===== config.mk =====
export PLATFORM = sky130hd
export DESIGN_NAME = issue_scheduler
export DESIGN_NICKNAME = d
export VERILOG_FILES = /design/src/rtl/issue_pkg.sv /design/src/rtl/pair_hazard.sv /design/src/rtl/issue_scheduler.sv
export SDC_FILE = /design/constraint.sdc
export NUM_CORES = 1
export LEC_CHECK = 0
export ABC_AREA = 1
export CORE_MARGIN = 3
export CORE_UTILIZATION = 30
export CTS_CLUSTER_SIZE = 8
export DETAILED_ROUTE_END_ITERATION = 7
export PLACE_DENSITY = 0.62
export SETUP_SLACK_MARGIN = 0.3
export SLEW_MARGIN = 20
export SYNTH_ARGS = -nofsm -noshare
export SYNTH_HDL_FRONTEND = slang
export SYNTH_SLANG_ARGS = --single-unit

===== constraint.sdc =====
create_clock -name clk -period 3.85 [get_ports clk]
set_input_delay 0.385 -clock clk [delete_from_list [all_inputs] [get_ports clk]]
set_output_delay 0.385 -clock clk [all_outputs]
set_load 0.1 [all_outputs]

===== src/rtl/issue_pkg.sv =====
// rtl/issue_pkg.sv - shared opcodes, state type and helpers for the dual-lane issue scheduler
//
// Purpose: common definitions for issue_scheduler and pair_hazard.
//   OP_R, OP_I   : the two opcodes the ALU lanes can execute
//   REG_ZERO     : architectural zero register (writes to it never create hazards)
//   state_e      : scheduler FSM state (S_PAIR, S_SPLIT)
//   is_supported : 1 when an opcode can issue on an ALU lane
package issue_pkg;

  localparam logic [6:0] OP_R     = 7'b0110011;
  localparam logic [6:0] OP_I     = 7'b0010011;
  localparam logic [4:0] REG_ZERO = 5'd0;

  typedef enum logic {
    S_PAIR  = 1'b0,
    S_SPLIT = 1'b1
  } state_e;

  function automatic logic is_supported(input logic [6:0] op);
    return (op == OP_R) || (op == OP_I);
  endfunction

endpackage


===== src/rtl/pair_hazard.sv =====
// rtl/pair_hazard.sv - combinational dependency check between lane A and lane B
//
// Purpose: classify the fetched pair so the scheduler can decide dual or split issue.
// Ports:
//   opA, rdA          : lane A opcode and destination
//   opB, rdB          : lane B opcode and destination
//   rs1B, rs2B        : lane B sources
//   supA, supB        : lane opcode is executable on the ALU
//   raw               : lane B reads the register lane A writes
//   waw               : both lanes write the same register
// raw/waw are only asserted when both lanes are supported and rdA is not x0,
// so the scheduler can use (raw | waw) directly as its split condition.
module pair_hazard
  import issue_pkg::*;
(
  input  logic [6:0] opA,
  input  logic [4:0] rdA,
  input  logic [6:0] opB,
  input  logic [4:0] rdB,
  input  logic [4:0] rs1B,
  input  logic [4:0] rs2B,
  output logic       supA,
  output logic       supB,
  output logic       raw,
  output logic       waw
);

  logic check_en;

  assign supA     = is_supported(opA);
  assign supB     = is_supported(opB);
  // A write to x0 is discarded, so nothing in B can depend on it.
  assign check_en = supA && supB && (rdA != REG_ZERO);

  // rs2 only names a register for R-type; in I-type those bits are immediate.
  assign raw = check_en && ((rs1B == rdA) || ((opB == OP_R) && (rs2B == rdA)));
  assign waw = check_en && (rdB == rdA);

endmodule


===== src/rtl/issue_scheduler.sv =====
// rtl/issue_scheduler.sv - dual-lane ALU issue scheduler with split-on-hazard and perf counters
//
// Purpose: decide each cycle which of the two lanes of a fetched pair execute,
// splitting a dependent pair over two cycles (A then B) and honouring a stall.
// Ports:
//   clk, rst               : core clock, asynchronous active-high reset
//   in_valid               : fetched pair present
//   opA/rdA/rs1A/rs2A      : lane A fields
//   opB/rdB/rs1B/rs2B      : lane B fields
//   trigger                : stall request, blocks all issue while high
//   clr_cnt                : synchronous clear of the performance counters
//   issue_a, issue_b       : per-lane execute enables (Mealy)
//   pair_ack               : pair consumed, fetch may advance next cycle
//   split_active           : second half of a split pair is pending
//   cnt_dual/single/stall  : saturating cycle counters
module issue_scheduler
  import issue_pkg::*;
#(
  parameter int CNT_W = 16
) (
  input  logic             clk,
  input  logic             rst,
  input  logic             in_valid,
  input  logic [6:0]       opA,
  input  logic [4:0]       rdA,
  input  logic [4:0]       rs1A,
  input  logic [4:0]       rs2A,
  input  logic [6:0]       opB,
  input  logic [4:0]       rdB,
  input  logic [4:0]       rs1B,
  input  logic [4:0]       rs2B,
  input  logic             trigger,
  input  logic             clr_cnt,
  output logic             issue_a,
  output logic             issue_b,
  output logic             pair_ack,
  output logic             split_active,
  output logic [CNT_W-1:0] cnt_dual,
  output logic [CNT_W-1:0] cnt_single,
  output logic [CNT_W-1:0] cnt_stall
);

  localparam logic [CNT_W-1:0] CNT_ONE = {{(CNT_W-1){1'b0}}, 1'b1};

  state_e           state_q, state_d;
  logic [CNT_W-1:0] cnt_dual_q, cnt_dual_d;
  logic [CNT_W-1:0] cnt_single_q, cnt_single_d;
  logic [CNT_W-1:0] cnt_stall_q, cnt_stall_d;

  logic supA, supB, raw, waw;
  logic stall_ev;

  // Lane A sources never matter: A always issues no later than B.
  logic unused_lane_a_srcs;
  assign unused_lane_a_srcs = ^{rs1A, rs2A};

  pair_hazard u_hazard (
    .opA  (opA),
    .rdA  (rdA),
    .opB  (opB),
    .rdB  (rdB),
    .rs1B (rs1B),
    .rs2B (rs2B),
    .supA (supA),
    .supB (supB),
    .raw  (raw),
    .waw  (waw)
  );

  // FSM next state and Mealy outputs. Outputs are forced low while rst is
  // high so downstream write enables are quiet during reset.
  always_comb begin
    state_d  = state_q;
    issue_a  = 1'b0;
    issue_b  = 1'b0;
    pair_ack = 1'b0;
    stall_ev = 1'b0;
    if (!rst) begin
      unique case (state_q)
        S_PAIR: begin
          if (in_valid) begin
            if (trigger) begin
              stall_ev = 1'b1;
            end else if (raw || waw) begin
              issue_a = 1'b1;
              state_d = S_SPLIT;
            end else begin
              issue_a  = supA;
              issue_b  = supB;
              pair_ack = 1'b1;
            end
          end
        end
        S_SPLIT: begin
          // Pair is held upstream because it was not acked; in_valid is ignored.
          if (trigger) begin
            stall_ev = 1'b1;
          end else begin
            issue_b  = 1'b1;
            pair_ack = 1'b1;
            state_d  = S_PAIR;
          end
        end
        default: state_d = S_PAIR;
      endcase
    end
  end

  assign split_active = !rst && (state_q == S_SPLIT);

  // Saturating counters; clear wins over a same-cycle event.
  always_comb begin
    cnt_dual_d   = cnt_dual_q;
    cnt_single_d = cnt_single_q;
    cnt_stall_d  = cnt_stall_q;
    if (clr_cnt) begin
      cnt_dual_d   = '0;
      cnt_single_d = '0;
      cnt_stall_d  = '0;
    end else begin
      if (issue_a && issue_b && !(&cnt_dual_q))
        cnt_dual_d = cnt_dual_q + CNT_ONE;
      if ((issue_a ^ issue_b) && !(&cnt_single_q))
        cnt_single_d = cnt_single_q + CNT_ONE;
      if (stall_ev && !(&cnt_stall_q))
        cnt_stall_d = cnt_stall_q + CNT_ONE;
    end
  end

  always_ff @(posedge clk or posedge rst) begin
    if (rst) begin
      state_q      <= S_PAIR;
      cnt_dual_q   <= '0;
      cnt_single_q <= '0;
      cnt_stall_q  <= '0;
    end else begin
      state_q      <= state_d;
      cnt_dual_q   <= cnt_dual_d;
      cnt_single_q <= cnt_single_d;
      cnt_stall_q  <= cnt_stall_d;
    end
  end

  assign cnt_dual   = cnt_dual_q;
  assign cnt_single = cnt_single_q;
  assign cnt_stall  = cnt_stall_q;

endmodule


Word-level counts from Yosys, hierarchy flattened. Index checks and enable logic that the tools add are counted.

Bits in writable memories: 0. Latch bits: 0. Output and inout port bits: 52. Bits of input ports: 49. Memory bits (read-only): 0. Register bits after elaboration: 49. Memories: 0.

Div/mod/pow operators: 0. Reduce and logical (&&, ||, !) cells: 25. Add/sub/neg operators: 3. Bitwise logic cells: 2. Muxes and demuxes: 30. Shift operators: 0. $mul: 0. Equality and inequality tests: 7. Magnitude comparators: 0.

Operators with widths (count): $mux W16 (6); $add A16 B1 Y16 const B (3); $reduce_and A16 Y1 (3); $mux W1 (20); $eq A5 B5 Y1 (3); $eq A7 B5 Y1 const B (2); $eq A7 B6 Y1 const B (2); $logic_and A1 B1 Y1 (10); $pmux W1 S2 (4); $reduce_bool A2 Y1 (3); $reduce_bool A5 Y1 (1); $logic_not A1 Y1 (4); $logic_or A1 B1 Y1 (4); $not A1 Y1 (1); $xor A1 B1 Y1 (1).

Logic depth before layout (Yosys ltp). Gate-level depths: netlist of the first run.

Depth in word-level cells: 15. Mapped depth: 17.

Cells and area by module. From an unflattened synthesis of the first run, not the netlist that was laid out.

Cells, all modules: 540. Area total of the unflattened synthesis: 3512.1 um^2.

By module, submodules not included: issue_scheduler (cells an instance 467, area an instance 3186.8 um^2, times used 1); pair_hazard (cells an instance 73, area an instance 325.3 um^2, times used 1).

Least setup slack after synthesis of the first run. OpenSTA, ideal clock, no wires.

Path type: input -> register. From: input rst. To: register cnt_single_q[5] (netlist: cnt_single[5]). Arrival time: 5.791 ns. Slack: -2.019 ns. Buffers on the path: 0. Data required time: 3.772 ns. Stages on the path: 9. Library setup time: 0.078 ns. Cells stage by stage: inv_1 nand3_1 nor4_1 ha_1 nand2_2 inv_1 nand3_1 nand2_1 a21oi_1.

Cells in the longest elaborated chain, start to end: 4.

Ends and longest elaborated chain: start: declaration (RTL line issue_scheduler.sv:22) `input logic rst,`; $mux W1 (RTL line issue_scheduler.sv:78) `if (!rst) begin`; via issue_a (RTL line issue_scheduler.sv:34) `output logic issue_a,`; $xor A1 B1 Y1 (RTL line issue_scheduler.sv:123) `if ((issue_a ^ issue_b) && !(&cnt_single_q))`; $logic_and A1 B1 Y1 (RTL line issue_scheduler.sv:123); $reduce_bool A2 Y1 (no line); end signal: assignment (RTL line issue_scheduler.sv:139) `cnt_single_q <= cnt_single_d;`; end: declaration (RTL line issue_scheduler.sv:47) `logic [CNT_W-1:0] cnt_single_q, cnt_single_d;`.

The timed path passes the listed nets, and every way through them passes these cells. A chain may end at the register's enable or synchronous reset.

Final worst setup path of the first run.
From: input rst. To: output split_active.

Cells in the longest elaborated chain, start to end: 2.

Ends and longest elaborated chain: $logic_not A1 Y1 (no line); $logic_and A1 B1 Y1 (RTL line issue_scheduler.sv:109) `assign split_active = !rst && (state_q == S_SPLIT);`; end: declaration (RTL line issue_scheduler.sv:37) `output logic split_active,`.

No other way between the ends.

==> impl_metrics.toml, run 1 <==
[pwr]
combinationalPowerShare = 0.149
power.share.switching = 0.2731
power.clock.fraction = 0.359
pwr-share-seq = 0.493
total_power_w = 0.001061
power.ir.vdd_worst_v = 0.0001386
p_int_w = 0.0007713
power_dens_cells_nw_per_um2 = 239.1
netSwitchingPower_w = 0.0002898
cellLeakagePower_nw = 1.848

[synthesis]
ys.warnings.count = 0
yosysUniqueCellTypes = 34
ys_ff_latch = 49
synth.cell_area_um2 = 3248
synth.yosys.seq_area_share = 0.3775
post_synth.cell_area_avg_um2 = 7.000
synthCells = 464
synth_nets = 517

[global_route]
global_route.usage.met2 = 0.2513
grtUsageTotal = 0.1475
maximum_number_of_pins_on_one_net_before_global_route_repair = 50
grt_pass1_wl_mm = 14.61
grt_overflow_total = 0
grt_antenna_before_repair = 0
grt.busiest_layer = "met2"
grt_pass1_vias = 3199
global_route.usage.met3 = 0.02796
groute.layer.met1.usage = 0.1911

[hold_path]
hold_class = "flop to flop"
worst_hold_startpoint = "cnt_stall[11]"
hold-path-cell-count = 1
hold_path_end = "cnt_stall[11]"

[routing]
post_drt_via_cell_ratio = 4.805
post-route-drc-count = 0
drt_first_iter_violations = 161
postRouteWirelength_mm = 8.903
num_vias = 3330
detail_route.first_pass.iterations = 4
ant_nets = 0
routedWlPerCell_um = 12.85

[setup_path]
path_cells = "clkdlybuf4s50_1 -> nor2_2 -> clkdlybuf4s50_1"
worstReg2RegEnd = "cnt_single[5]"
cp_startpoint = "rst"
critical-path-max-stage-delay_ps = 1150
critical-path-top-cell-by-count = "sky130_fd_sc_hd__clkdlybuf4s50_1"
end_kind = "output port"
r2r-start = "state_q"
required_ps = 3460
crit_path_start_kind = "input port"
worst-r2r-setup-slack_ps = 1780
critPathTopFamily = "buffers and inverters"
worst-r2r-cell-count = 10
critPathSlowestCell = "sky130_fd_sc_hd__clkdlybuf4s50_1"
worst-setup-path-type = "input port to output port"
timing.critical_path.fanout_max = 3
wp_buf_inv = 2
crit_arrival_ps = 2180

[placed_design]
post-dp-hpwl_mm = 6.687
globalplace.congestion = 0.8845
buffer_ports.inserted = 89

[clock_tree]
cts_tree = "built"
clk_pin_slew_ps = 90
clock_latency_ps = 310
post_cts_hold_buffer_count = 0
cts_sinks = 49
post_cts_sizing = 0
h-tree-depth = 2
cts_root_buf = "sky130_fd_sc_hd__clkbuf_8"
cts_max_path_buffers = 2
cts_buffers = 5
cts_post_setup_buffers_inserted = 0

[layout]
area_of_the_multi_input_gates_um2 = 1778
post-route-util = 0.4261
flow.area_growth_from_synthesis_pct = 36.63
ff_latch_area_um2 = 1226
num_antenna_cells = 0
layout.nets = 609
layout_cells_sized_above_1 = 0.06643
n_fill_cell = 1085

[die]
initial_cell_density_of_the_core = 0.3118
core_area_um2 = 10420
fp.dieArea_um2 = 12110
placementRows = 37
die-height_um = 110.1
fp.dieW_um = 110.1
io_pins = 101

[sta]
min_period_over_period = 0.6658
timing.slew.headroom = 0.3352
rsz0062_at_grt = "false"
setup_viol = 0
setup_tns_ps = 0
layout_min_cycle_time_ps = 2563
timing.fmax_mhz = 390.1
timing_max_transition_violations_final = 0
finalHoldViolations = 0
holdWs_ps = 540.0
tightestPinTransition_ps = 994.1
max_clock_skew_ps = 13.01

[job]
drv_cap = 0

[status]
result_of_the_run = "complete, no violations"
[logic make-up after synthesis]
group	synth area share
compound gates	0.08744
xor+xnor	0.06202
fa+ha+maj	0.01541
buf+inv	0.08166
flops	0.3775
simple gates	0.3760
[cell usage after synthesis]
library cell	instances	area share
sky130_fd_sc_hd__dfrtp_1	49	0.38
sky130_fd_sc_hd__nand3b_1	4	0.0092
sky130_fd_sc_hd__or2_2	1	0.0019
sky130_fd_sc_hd__clkbuf_1	3	0.0035
sky130_fd_sc_hd__clkinv_2	1	0.0015
sky130_fd_sc_hd__ha_1	4	0.015
sky130_fd_sc_hd__inv_4	1	0.0019
sky130_fd_sc_hd__nand3_2	3	0.0092
sky130_fd_sc_hd__xor2_1	16	0.043
sky130_fd_sc_hd__nand2_1	120	0.14
sky130_fd_sc_hd__buf_6	1	0.0035
sky130_fd_sc_hd__nand3_1	38	0.059
sky130_fd_sc_hd__nor3b_1	1	0.0023
sky130_fd_sc_hd__a21oi_1	8	0.012
sky130_fd_sc_hd__nand2_4	2	0.0069
sky130_fd_sc_hd__nor4_1	1	0.0019
sky130_fd_sc_hd__nand2_2	3	0.0058
sky130_fd_sc_hd__xnor2_1	7	0.019
sky130_fd_sc_hd__a31o_2	1	0.0027
sky130_fd_sc_hd__o21ai_0	24	0.037
sky130_fd_sc_hd__nor2_4	1	0.0035
sky130_fd_sc_hd__o21ai_4	1	0.0050
sky130_fd_sc_hd__inv_1	54	0.062
sky130_fd_sc_hd__clkinv_4	1	0.0027
sky130_fd_sc_hd__nand4_1	14	0.027
sky130_fd_sc_hd__o31ai_1	10	0.023
sky130_fd_sc_hd__nor2_1	60	0.069
sky130_fd_sc_hd__buf_1	1	0.0012
sky130_fd_sc_hd__a21oi_2	1	0.0027
sky130_fd_sc_hd__nor3_2	1	0.0031
sky130_fd_sc_hd__inv_2	3	0.0035
sky130_fd_sc_hd__nor3_1	25	0.039
sky130_fd_sc_hd__buf_2	1	0.0015
sky130_fd_sc_hd__o21ai_1	3	0.0046
[routing by layer]
layer  up-vias  share of wire  wire (µm)
met1      1538           0.47       4176
li1       1692              -          -
met5         -              0          0
met3         6          0.068        607
met4         0         0.0079         70
met2        94           0.45       4049
[cell usage in the layout, fill, tap and decap left out, types with 2 or more instances in the layout]
cell type	Yosys	final
sky130_fd_sc_hd__nand2_1	120	120
sky130_fd_sc_hd__clkdlybuf4s50_1	0	86
sky130_fd_sc_hd__nor2_1	60	59
sky130_fd_sc_hd__inv_1	54	53
sky130_fd_sc_hd__dfrtp_1	49	49
sky130_fd_sc_hd__nand3_1	38	38
sky130_fd_sc_hd__nor3_1	25	25
sky130_fd_sc_hd__o21ai_0	24	24
sky130_fd_sc_hd__xor2_1	16	16
sky130_fd_sc_hd__nand4_1	14	14
sky130_fd_sc_hd__o31ai_1	10	10
sky130_fd_sc_hd__xnor2_1	7	7
sky130_fd_sc_hd__a21oi_1	8	7
sky130_fd_sc_hd__clkbuf_8	0	5
sky130_fd_sc_hd__nand3b_1	4	4
sky130_fd_sc_hd__ha_1	4	4
sky130_fd_sc_hd__buf_4	0	4
sky130_fd_sc_hd__inv_2	3	3
sky130_fd_sc_hd__nand3_2	3	3
sky130_fd_sc_hd__nand2_2	3	3
sky130_fd_sc_hd__o21ai_1	3	3
sky130_fd_sc_hd__nand2_4	2	2
sky130_fd_sc_hd__a21oi_2	1	2
sky130_fd_sc_hd__clkinv_4	1	2
sky130_fd_sc_hd__clkinvlp_4	0	2
[through the flow]
step,worst slack (ps),instance area (µm²),instances
2_1_floorplan,397.3,3273,464
3_3_place_gp,975.0,4323,685
3_5_place_dp,944.0,4323,685
4_1_cts,1264,4438,693
5_1_grt,1004,4438,693
6_report,1287,4438,693
[layout make-up]
cell class,count,area share
clock inverter,3,0.01043
sequential,49,0.2763
inverter,60,0.05357
clock buffer,5,0.01551
tap,136,0.03834
timing repair buffer,91,0.2052
multi-input combinational,349,0.4006
[power by group through the flow]
stage / Combinational [W] / Sequential [W] / Clock (W)
final: 0.000158 / 0.000523 / 0.000381
after floorplan: 0.0000802 / 0.000543 / 0
after global placement: 0.000159 / 0.000532 / 0
after CTS: 0.000161 / 0.000523 / 0.000396
after detailed placement: 0.000160 / 0.000533 / 0
after global routing: 0.000173 / 0.000524 / 0.000415
[sequential cells by signal, indices dropped and copies added (netlist names)]
| register | flops |
|---|---|
| cnt_dual | 16 |
| cnt_single | 16 |
| cnt_stall | 16 |
| state_q | 1 |
[how the worst max path moves through the flow]
stage                                 to  slack (ps)  depth (start not counted)
after CTS                  cnt_single[5]        1260                         16
after global routing      cnt_single[15]        1000                         17
final                       split_active        1290                          3
after global placement     cnt_single[5]         980                         16
after detailed placement   cnt_single[5]         940                         16
after floorplan            cnt_single[5]         400                         10
Power figures use the tool's default switching activity.
==> run 2, diff against run 1 <==
--- a/config.mk
+++ b/config.mk
@@ -10,7 +10,7 @@
 export CORE_UTILIZATION = 30
 export CTS_CLUSTER_SIZE = 8
 export DETAILED_ROUTE_END_ITERATION = 7
-export PLACE_DENSITY = 0.62
+export PLACE_DENSITY = 0.64
 export SETUP_SLACK_MARGIN = 0.3
 export SLEW_MARGIN = 20
 export SYNTH_ARGS = -nofsm -noshare
==> constraint.sdc (replaced) <==
create_clock -name clk -period 2.35 [get_ports clk]
set_input_delay 0.235 -clock clk [delete_from_list [all_inputs] [get_ports clk]]
set_output_delay 0.235 -clock clk [all_outputs]
set_load 0.1 [all_outputs]
==> impl_metrics.toml, run 2 (synthesis gave the netlist of run 1 again) <==
[routing]
drt_first_iter_violations = 164
num_vias = 3409
postRouteWirelength_mm = 9.188
detail_route.first_pass.iterations = 5
post-route-drc-count = 0
post_drt_via_cell_ratio = 4.815
ant_nets = 0
routedWlPerCell_um = 12.98

[setup_path]
critPathTopFamily = "buffers and inverters"
path_cells = "clkdlybuf4s50_1 -> xor2_1 -> nor2_1 -> nand2_1 -> nand3_2 -> nand2_1 -> nand2_2 -> a21oi_4 -> buf_4 -> buf_12"
crit_arrival_ps = 1750
crit_path_start_kind = "input port"
critical-path-max-stage-delay_ps = 480
critPathSlowestCell = "sky130_fd_sc_hd__clkdlybuf4s50_1"
critical-path-top-cell-by-count = "sky130_fd_sc_hd__nand2_1"
wp_buf_inv = 3
worst-setup-path-type = "input port to output port"
required_ps = 2120
timing.critical_path.fanout_max = 2
end_kind = "output port"

[clock_tree]
clock_latency_ps = 310
cts_tree = "built"
cts_root_buf = "sky130_fd_sc_hd__clkbuf_8"
clk_pin_slew_ps = 90
cts_buffers = 5
post_cts_hold_buffer_count = 0
h-tree-depth = 2
cts_max_path_buffers = 2
cts_sinks = 49

[layout]
n_fill_cell = 1068
layout.nets = 624
layout_cells_sized_above_1 = 0.2255
finalInstanceArea_um2 = 4572
commonest_non_fill_non_tap_cells_in_the_layout = "sky130_fd_sc_hd__nand2_1 (117), sky130_fd_sc_hd__buf_4 (65), sky130_fd_sc_hd__nor2_1 (54)"
mostFrequentLayoutCell = "sky130_fd_sc_hd__nand2_1"
flow.area_growth_from_synthesis_pct = 40.75
num_antenna_cells = 0

[sta]
timing_max_transition_violations_final = 0
timing.slew.headroom = 0.5688
min_period_over_period = 0.8439
rsz0062_at_grt = "true"
worst_slack_ps = 367.0
layout_min_cycle_time_ps = 1983
max_clock_skew_ps = 10.46
setup_viol = 0
finalHoldViolations = 0
tightestPinTransition_ps = 646.8
timing.fmax_mhz = 504.3

[die]
io_pins = 101
placementRows = 37
die-height_um = 110.1
core_area_um2 = 10420
initial_cell_density_of_the_core = 0.3118
fp.dieW_um = 110.1
fp.dieArea_um2 = 12110

[hold_path]
hold_class = "flop to flop"

[placed_design]
globalplace.congestion = 0.9150
buffer_ports.inserted = 89
post-dp-hpwl_mm = 6.811
dpl_cell_area_um2 = 4414
dp_worst_setup_slack_ps = -158.5

[status]
result_of_the_run = "complete, no violations"

[global_route]
grt_antenna_before_repair = 0
grt_pass1_wl_mm = 14.90
grt_pass1_vias = 3221
maximum_number_of_pins_on_one_net_before_global_route_repair = 50
grt_overflow_total = 0
grtUsageTotal = 0.1515

[pwr]
cellLeakagePower_nw = 2.013
power.ir.vdd_worst_v = 0.0002518
power_dens_cells_nw_per_um2 = 368.4

[job]
drv_cap = 0
## run 2: area by class of cell
| cell class | instances | area, µm² | share of cell area |
|---|---|---|---|
| Inverter | 60 | 244.0 | 0.05337 |
| Sequential cell | 49 | 1239 | 0.2709 |
| Multi-Input combinational cell | 350 | 1911 | 0.4179 |
| Timing Repair Buffer | 105 | 914.6 | 0.2001 |
| Clock inverter | 3 | 25.02 | 0.005473 |
| Clock buffer | 5 | 68.82 | 0.01505 |
| Tap cell | 136 | 170.2 | 0.03722 |
## run 2: stage by stage
step	hold slack (ps)	utilization	cells	TNS, ps	power (W)
2_1_floorplan	278.9	-	464	-14640	0.001031
3_3_place_gp	489.8	0.4238	698	-1100	0.001160
3_5_place_dp	492.1	0.4238	698	-1804	0.001160
4_1_cts	506.8	0.4333	706	0	0.001708
5_1_grt	524.0	0.4389	708	0	0.001774
6_report	501.0	0.4389	708	0	0.001684
## run 2: path summary, 6_finish.rpt
check	slack [ps]	endpoint	from	cells after the start
min reg2reg	500	cnt_stall[11]	cnt_stall[11]	1
max	370	issue_b	rdB[3]	10
min	500	cnt_stall[11]	cnt_stall[11]	1
max reg2reg	500	cnt_single[0]	cnt_single[0]	8
max in group asynchronous	1360	cnt_stall[13]	rst	3
min in group asynchronous	520	state_q	rst	3
## run 2: where the power goes
group	total, W	switching [W]	internal (W)	leakage, nW
Combinational	0.000291	0.000176	0.000115	1.30
Clock	0.000537	0.000319	0.000218	0.0452
Sequential	0.000857	0.00000853	0.000848	0.667
Total	0.00168	0.000503	0.00118	2.01
## run 2: metal layers
metal,share of wire,global-route usage,wire length [µm],vias to the layer above
li1,-,-,-,1726
met1,0.47,0.2018,4278,1581
met2,0.46,0.2535,4260,97
met3,0.066,0.02912,604,5
met4,0.0048,0.03562,44,0
met5,0,0,0,-
## run 2: timing repair
| item | 4_1_cts | 5_1_grt |
|---|---|---|
| endpoints found under the setup margin | 22 | 25 |
| pin swaps | 0 | 9 |
| setup buffers | 0 | 1 |
| cloned | 0 | 1 |
| resized for setup | 7 | 11 |
